===== src/rtl/true_sync_fifo_if.sv =====
// Push/pop handshake and status bundle for true_sync_fifo.
// The master drives requests and write data; the slave returns read data and flags.
interface true_sync_fifo_if #(
    parameter int unsigned DATA_WIDTH = 32
);
    logic                  push;
    logic [DATA_WIDTH-1:0] wr_data;
    logic                  pop;
    logic [DATA_WIDTH-1:0] rd_data;
    logic                  fifo_full;
    logic                  fifo_empty;

    modport master (
        output push,
        output wr_data,
        output pop,
        input  rd_data,
        input  fifo_full,
        input  fifo_empty
    );

    modport slave (
        input  push,
        input  wr_data,
        input  pop,
        output rd_data,
        output fifo_full,
        output fifo_empty
    );
endinterface


===== src/rtl/true_sync_fifo.sv =====
// Single-clock FIFO on a register-array RAM with a registered read port.
// The full/empty flags are registered from the next count, so they move one edge after acceptance.
module true_sync_fifo #(
    parameter int unsigned DATA_WIDTH = 32,
    parameter int unsigned FIFO_DEPTH = 16
) (
    input  logic             clk,
    input  logic             reset,
    true_sync_fifo_if.slave  bus
);
    localparam int unsigned PTR_W = $clog2(FIFO_DEPTH);
    localparam int unsigned CNT_W = PTR_W + 1;

    if (FIFO_DEPTH < 2 || (FIFO_DEPTH & (FIFO_DEPTH - 1)) != 0) begin : g_bad_depth
        $error("true_sync_fifo: FIFO_DEPTH must be a power of two and >= 2");
    end

    logic [DATA_WIDTH-1:0] r_mem [FIFO_DEPTH];
    logic [PTR_W-1:0]      r_wr_ptr;
    logic [PTR_W-1:0]      r_rd_ptr;
    logic [CNT_W-1:0]      r_count;
    logic [CNT_W-1:0]      w_count_nxt;
    logic                  r_full;
    logic                  r_empty;
    logic [DATA_WIDTH-1:0] r_rd_data;
    logic                  w_push_ok;
    logic                  w_pop_ok;

    // Acceptance uses the flags as they stand before the edge.
    assign w_push_ok = bus.push && !r_full;
    assign w_pop_ok  = bus.pop  && !r_empty;

    always_comb begin
        w_count_nxt = r_count;
        case ({w_push_ok, w_pop_ok})
            2'b10:   w_count_nxt = r_count + CNT_W'(1);
            2'b01:   w_count_nxt = r_count - CNT_W'(1);
            default: w_count_nxt = r_count;
        endcase
    end

    always_ff @(posedge clk or negedge reset) begin
        if (!reset) begin
            r_wr_ptr  <= '0;
            r_rd_ptr  <= '0;
            r_count   <= '0;
            r_full    <= 1'b0;
            r_empty   <= 1'b1;
            r_rd_data <= '0;
        end else begin
            if (w_push_ok) begin
                r_wr_ptr <= r_wr_ptr + PTR_W'(1);
            end
            if (w_pop_ok) begin
                r_rd_ptr  <= r_rd_ptr + PTR_W'(1);
                r_rd_data <= r_mem[r_rd_ptr];
            end
            r_count <= w_count_nxt;
            r_full  <= (w_count_nxt == CNT_W'(FIFO_DEPTH));
            r_empty <= (w_count_nxt == CNT_W'(0));
        end
    end

    // Storage is deliberately not reset; only written slots are ever read.
    always_ff @(posedge clk) begin
        if (w_push_ok) begin
            r_mem[r_wr_ptr] <= bus.wr_data;
        end
    end

    assign bus.rd_data    = r_rd_data;
    assign bus.fifo_full  = r_full;
    assign bus.fifo_empty = r_empty;
endmodule


===== src/flat_wrapper.sv =====
// flat-port wrapper written by rule: the top's interface ports become plain ports
module true_sync_fifo_flat 
#(
    parameter int unsigned DATA_WIDTH = 32,
    parameter int unsigned FIFO_DEPTH = 16
)
  (clk, reset, bus_push, bus_wr_data, bus_pop, bus_rd_data, bus_fifo_full, bus_fifo_empty);
  true_sync_fifo_if #(.DATA_WIDTH(DATA_WIDTH)) bus_i ();
  input  logic clk;
  input  logic reset;
  input wire logic [$bits(bus_i.push)-1:0] bus_push;
  input wire logic [$bits(bus_i.wr_data)-1:0] bus_wr_data;
  input wire logic [$bits(bus_i.pop)-1:0] bus_pop;
  output wire logic [$bits(bus_i.rd_data)-1:0] bus_rd_data;
  output wire logic [$bits(bus_i.fifo_full)-1:0] bus_fifo_full;
  output wire logic [$bits(bus_i.fifo_empty)-1:0] bus_fifo_empty;
  assign bus_i.push = bus_push;
  assign bus_i.wr_data = bus_wr_data;
  assign bus_i.pop = bus_pop;
  assign bus_rd_data = bus_i.rd_data;
  assign bus_fifo_full = bus_i.fifo_full;
  assign bus_fifo_empty = bus_i.fifo_empty;
  true_sync_fifo #(.DATA_WIDTH(DATA_WIDTH), .FIFO_DEPTH(FIFO_DEPTH)) u_core (.clk(clk), .reset(reset), .bus(bus_i));
endmodule

===== config.mk =====
export PLATFORM = sky130hd
export DESIGN_NAME = true_sync_fifo_flat
export DESIGN_NICKNAME = d
export VERILOG_FILES = /design/src/rtl/true_sync_fifo_if.sv /design/src/rtl/true_sync_fifo.sv /design/src/flat_wrapper.sv
export SDC_FILE = /design/constraint.sdc
export NUM_CORES = 1
export LEC_CHECK = 0
export ABC_AREA = 1
export CAP_MARGIN = 10
export CORE_MARGIN = 1
export CORE_UTILIZATION = 40
export CTS_CLUSTER_SIZE = 12
export DETAILED_ROUTE_END_ITERATION = 8
export DONT_BUFFER_PORTS = 1
export PLACE_DENSITY = 0.61
export SLEW_MARGIN = 30
export SYNTH_ARGS = -nofsm -noshare
export SYNTH_HDL_FRONTEND = slang
export SYNTH_SLANG_ARGS = --single-unit

===== constraint.sdc =====
create_clock -name clk -period 5 [get_ports clk]
set_clock_uncertainty 0.05 [all_clocks]
set_input_delay 0.5 -clock clk [delete_from_list [all_inputs] [get_ports clk]]
set_output_delay 0.5 -clock clk [all_outputs]
set_load 0.05 [all_outputs]

## Yosys cells after proc, flatten, opt, wreduce, memory -nomap -nowiden

Memory sizes are Yosys's and may differ from the RTL's. A register that Yosys moved wholly into a read port is not among the register bits.
Cells that the tools add are included.

- Equal/unequal tests: 3
- Multiplexer cells: 3
- Add/subtract/negate cells: 4
- Reduce and logical (&&, ||, !) cells: 6

Operator list:

| cell | number |
|---|---|
| one-hot mux 5 bit (2 select lines) | 1 |
| adder 4 x 1 -> 4 bit, second input constant | 2 |
| adder 5 x 1 -> 5 bit, second input constant | 1 |
| equality test 5 bit, second input constant | 1 |
| logical NOT 5 bit | 1 |
| subtractor 5 x 1 -> 5 bit, second input constant | 1 |
| logical NOT 1 bit | 3 |
| equality test 2 x 1 -> 1 bit, second input constant | 1 |
| equality test 2 bit, second input constant | 1 |
| logical AND 1 bit | 2 |
| 2-to-1 mux 1 bit | 2 |

- Output and inout port bits: 34
- Bits of input ports: 36
- Register bits: 15
- Word-level logic and storage cells: 22
- Memories: 1
- Bits in writable memories: 512

Memory list:

| name | depth | width | read ports | clocked after memory_dff | wr ports | line | source |
|---|---|---|---|---|---|---|---|
| u_core.r_mem | 16 | 32 | 1 | 1 | 1 | true_sync_fifo.sv:18 | `logic [DATA_WIDTH-1:0] r_mem [FIFO_DEPTH];` |

## Logic depth before layout (Yosys ltp)

- Depth in word-level cells: 5
- Gate-level depth with buffers: 17
- Gate-level depth less buffers: 17

## Worst setup path after synthesis

Ideal clock, no wire load.

- Path kind: register -> register
- Start: reg u_core.r_full, in the netlist u_core.bus.fifo_full
- End: mem u_core.r_mem[11][0] (enable)
- Required time: 4.529 ns
- Cell stages (with the launch flop): 6
- Period minus slack after synthesis: 2.895 ns
- Arrival time: 2.424 ns
- Setup time: 0.421 ns
- Path slack: 2.105 ns
- Cells stage by stage: dfrtp_1 > inv_1 > nand2_2 > inv_1 > nand2_1 > nor2_1

- Cells in the longest elaborated chain, start to end: 4

Ends and longest elaborated chain:

| what | line | source |
|---|---|---|
| from (decl) | true_sync_fifo.sv:23 | `logic r_full;` |
| from (signal assigned) | true_sync_fifo.sv:59 | `r_full <= (w_count_nxt == CNT_W'(FIFO_DEPTH));` |
| logical NOT 1 bit | true_sync_fifo.sv:30 | `assign w_push_ok = bus.push && !r_full;` |
| logical AND 1 bit | true_sync_fifo.sv:30 |  |
| 2-to-1 mux 1 bit | true_sync_fifo.sv:66 | `if (w_push_ok) begin` |
| 2-to-1 mux 1 bit (implied by the code) | true_sync_fifo.sv:67 | `r_mem[r_wr_ptr] <= bus.wr_data;` |
| to (decl) | true_sync_fifo.sv:18 |  |

Every way passes these cells.

## Worst setup path after layout

- Start: reg u_core.r_full, in the netlist u_core.bus.fifo_full
- End: mem u_core.r_mem[3][30] (enable)

The elaborated chain is that of the path after synthesis.

==> metrics.yaml <==
status: "complete, no violations"
power_leakage_uw: 0.00806
cts-buffers-inserted: 55
p_int_uw: 9230
rsz0062_at_grt: "no"
instances_no_fill: 2401
yosysWarnings: 0
viasPerCell: 5.62
core_area_sq_um: 54000
area_growth_pct: 12.7
fp.dieH_microns: 236
min_path_type: "input port to flip-flop"
start_util: 0.406
rr_worst_depth: 6
globalRouteTotalUtil: 0.198
critPathLaunchType: "flip-flop"
nNetsFinal: 1699
htree_levels: 2
antenna_found_initial: 5
pwr-share-comb: 0.283
cp.arrival_ps: 3130
maxSlewViolCount: 0
gp_congestion: 0.765
layout_setup_ws_ps: 2100
first_iter_violations: 1491
place_ws_ps: 2060
peakVddDrop_v: 0.000337
antenna_left: 0
cp.required_ps: 5230
post_cts_buffers: 0
ys_ff_latch: 559
synth.cell_area_sq_um: 21900
swShare: 0.377
synth_nets: 1689
num_rows: 85
crit_chain: "inv_1 -> nand2_2 -> inv_1 -> nand2_1 -> nor2_4 -> buf_4"
drv_cap: 0
place_hpwl_microns: 28900
ys_seq_area_frac: 0.754
dp_cells: 2258
fin_setup_tns_ps: 0
path_class: "flip-flop to flip-flop"
clk_latency_ps: 610
max_stage_delay_ps: 810
cts_hold_buf: 34
die_w_microns: 236
min_period_over_period: 0.579
clockBufferDepth: 3
seqPwrFrac: 0.447
tritoncts: "yes"
dieArea_sq_um: 55800
fin_crit_ps: 2900
slowest_stage: "nor2_4"
end_kind: "flip-flop"
grt_max_degree: 146
grt_pass1_vias: 13194
cts-root-buf: "clkbuf_16"
cts.sinks: 559
portBuffers: 0
drt-pass1-iter-count: 5
io_pins: 70
slew-limit-headroom: 0.336
synth_cell_types: 30
routedWlPerCell_microns: 23.0
vias: 13494
drc_errors: 0
mostFrequentLayoutCells: "edfxtp_1, nor2_1, o21ai_0"
drive_gt1_frac: 0.0752
setup_viol: 0
critPathMaxFanout: 21
totalWireLength_microns: 55200
grt_pass1_wl_microns: 83700
min_delay_path_depth: 2
placed_area_sq_um: 22600
cp.depth: 6
clk_pin_slew_ps: 60
cp_common_cell: "inv_1"
clockPowerShare: 0.270
fmaxAchievable_ghz: 0.345
cts_resized: 0
final_area_sq_um: 24700
critPathTopFamily: "simple AND/OR/NAND/NOR gates"
syn_area_per_cell_sq_um: 13.3
p_switching_uw: 5590
postSynthCellCount: 1646
grt_remaining_overflow: 0
hold_viol_final: 0
power_density_nw_per_um2: 599
path_buf_inv: 3
mostFrequentLayoutCell: "edfxtp_1"
worst_pin_slew_ps: 994
## sequential cells by signal, indices dropped and copies added (netlist names)
signal	count
u_core.bus.fifo_full	1
u_core.r_count	5
u_core.r_wr_ptr	4
u_core.r_rd_ptr	4
u_core.bus.rd_data	32
u_core.r_mem	512
u_core.bus.fifo_empty	1
## per-stage QoR
stage	utilization	hold slack [ps]	power, uW
floorplan	-	154	9550
global placement	0.418	157	10700
detailed placement	0.418	157	10800
CTS	0.456	129	14900
global route	0.458	150	15600
finish	0.458	158	14800
## layout make-up
class,instances,area (sq um)
timing repair buffer,65,676
sequential,559,16600
tap,696,871
inverter,30,125
clock inverter,11,141
antenna,4,10.0
fill,4744,29300
multi-input combinational,945,4770
clock buffer,91,1580
## power by group through the flow
stage,Combinational (uW),Sequential (uW),Clock (uW)
2_1_floorplan,3070,6480,0
3_3_place_gp,4010,6720,0
3_5_place_dp,4080,6720,0
4_1_cts,4180,6630,4070
5_1_grt,4660,6670,4230
6_report,4200,6620,4010
## logic make-up (layout without fill, tap and decap cells)
group,after synthesis,count (layout),synth area share
AOI/OAI and AO/OA,455,455,0.120
xor gates and xnor gates,7,7,0.00279
adders and majority gates,7,7,0.00399
buffers and inverters,142,197,0.0336
DFF,559,559,0.754
other,0,4,0
and+or+nand+nor,476,476,0.0848
## synth_stat cells
master	number	share of area
a21oi_1	26	0.0059
a31oi_1	14	0.0040
buf_1	1	0.00017
buf_12	1	0.00091
buf_2	28	0.0064
buf_4	12	0.0041
buf_6	11	0.0056
buf_8	1	0.00068
clkbuf_1	46	0.0079
clkbuf_2	12	0.0027
dfrtp_1	46	0.052
dfstp_2	1	0.0012
edfxtp_1	512	0.70
ha_1	7	0.0040
inv_1	27	0.0046
inv_2	3	0.00051
nand2_1	96	0.016
nand2_2	1	0.00029
nand3_1	43	0.0098
nand4_1	3	0.00086
nor2_1	331	0.057
nor2_4	1	0.00051
o211ai_1	28	0.0096
o21ai_0	237	0.054
o21ai_1	56	0.013
o221ai_1	64	0.026
o22ai_1	30	0.0086
or2_2	1	0.00029
xnor2_1	1	0.00040
xor2_1	6	0.0024
## worst paths after layout
path / startpoint / to / slack (ps)
min in group asynchronous: reset / u_core.bus.rd_data[18]$_DFFE_PN0P_ / 370
setup / recovery: u_core.bus.fifo_full$_DFF_PN0_ / u_core.r_mem[3][30]$_DFFE_PP_ / 2100
setup reg to reg: u_core.bus.fifo_full$_DFF_PN0_ / u_core.r_mem[3][30]$_DFFE_PP_ / 2100
hold / removal: bus_push / u_core.r_wr_ptr[0]$_DFFE_PN0P_ / 160
max in group asynchronous: reset / u_core.bus.fifo_empty$_DFF_PN1_ / 4210
hold reg to reg: u_core.r_count[4]$_DFF_PN0_ / u_core.r_count[4]$_DFF_PN0_ / 480
## per-layer routing
layer	wire (microns)	up-vias	global-route usage
met2	26400	472	0.321
met3	3340	96	0.0279
met4	1540	2	0.0691
met1	23900	6800	0.274
li1	-	6124	-
met5	13	-	0
Note: power is estimated with default switching activity, not from simulation.
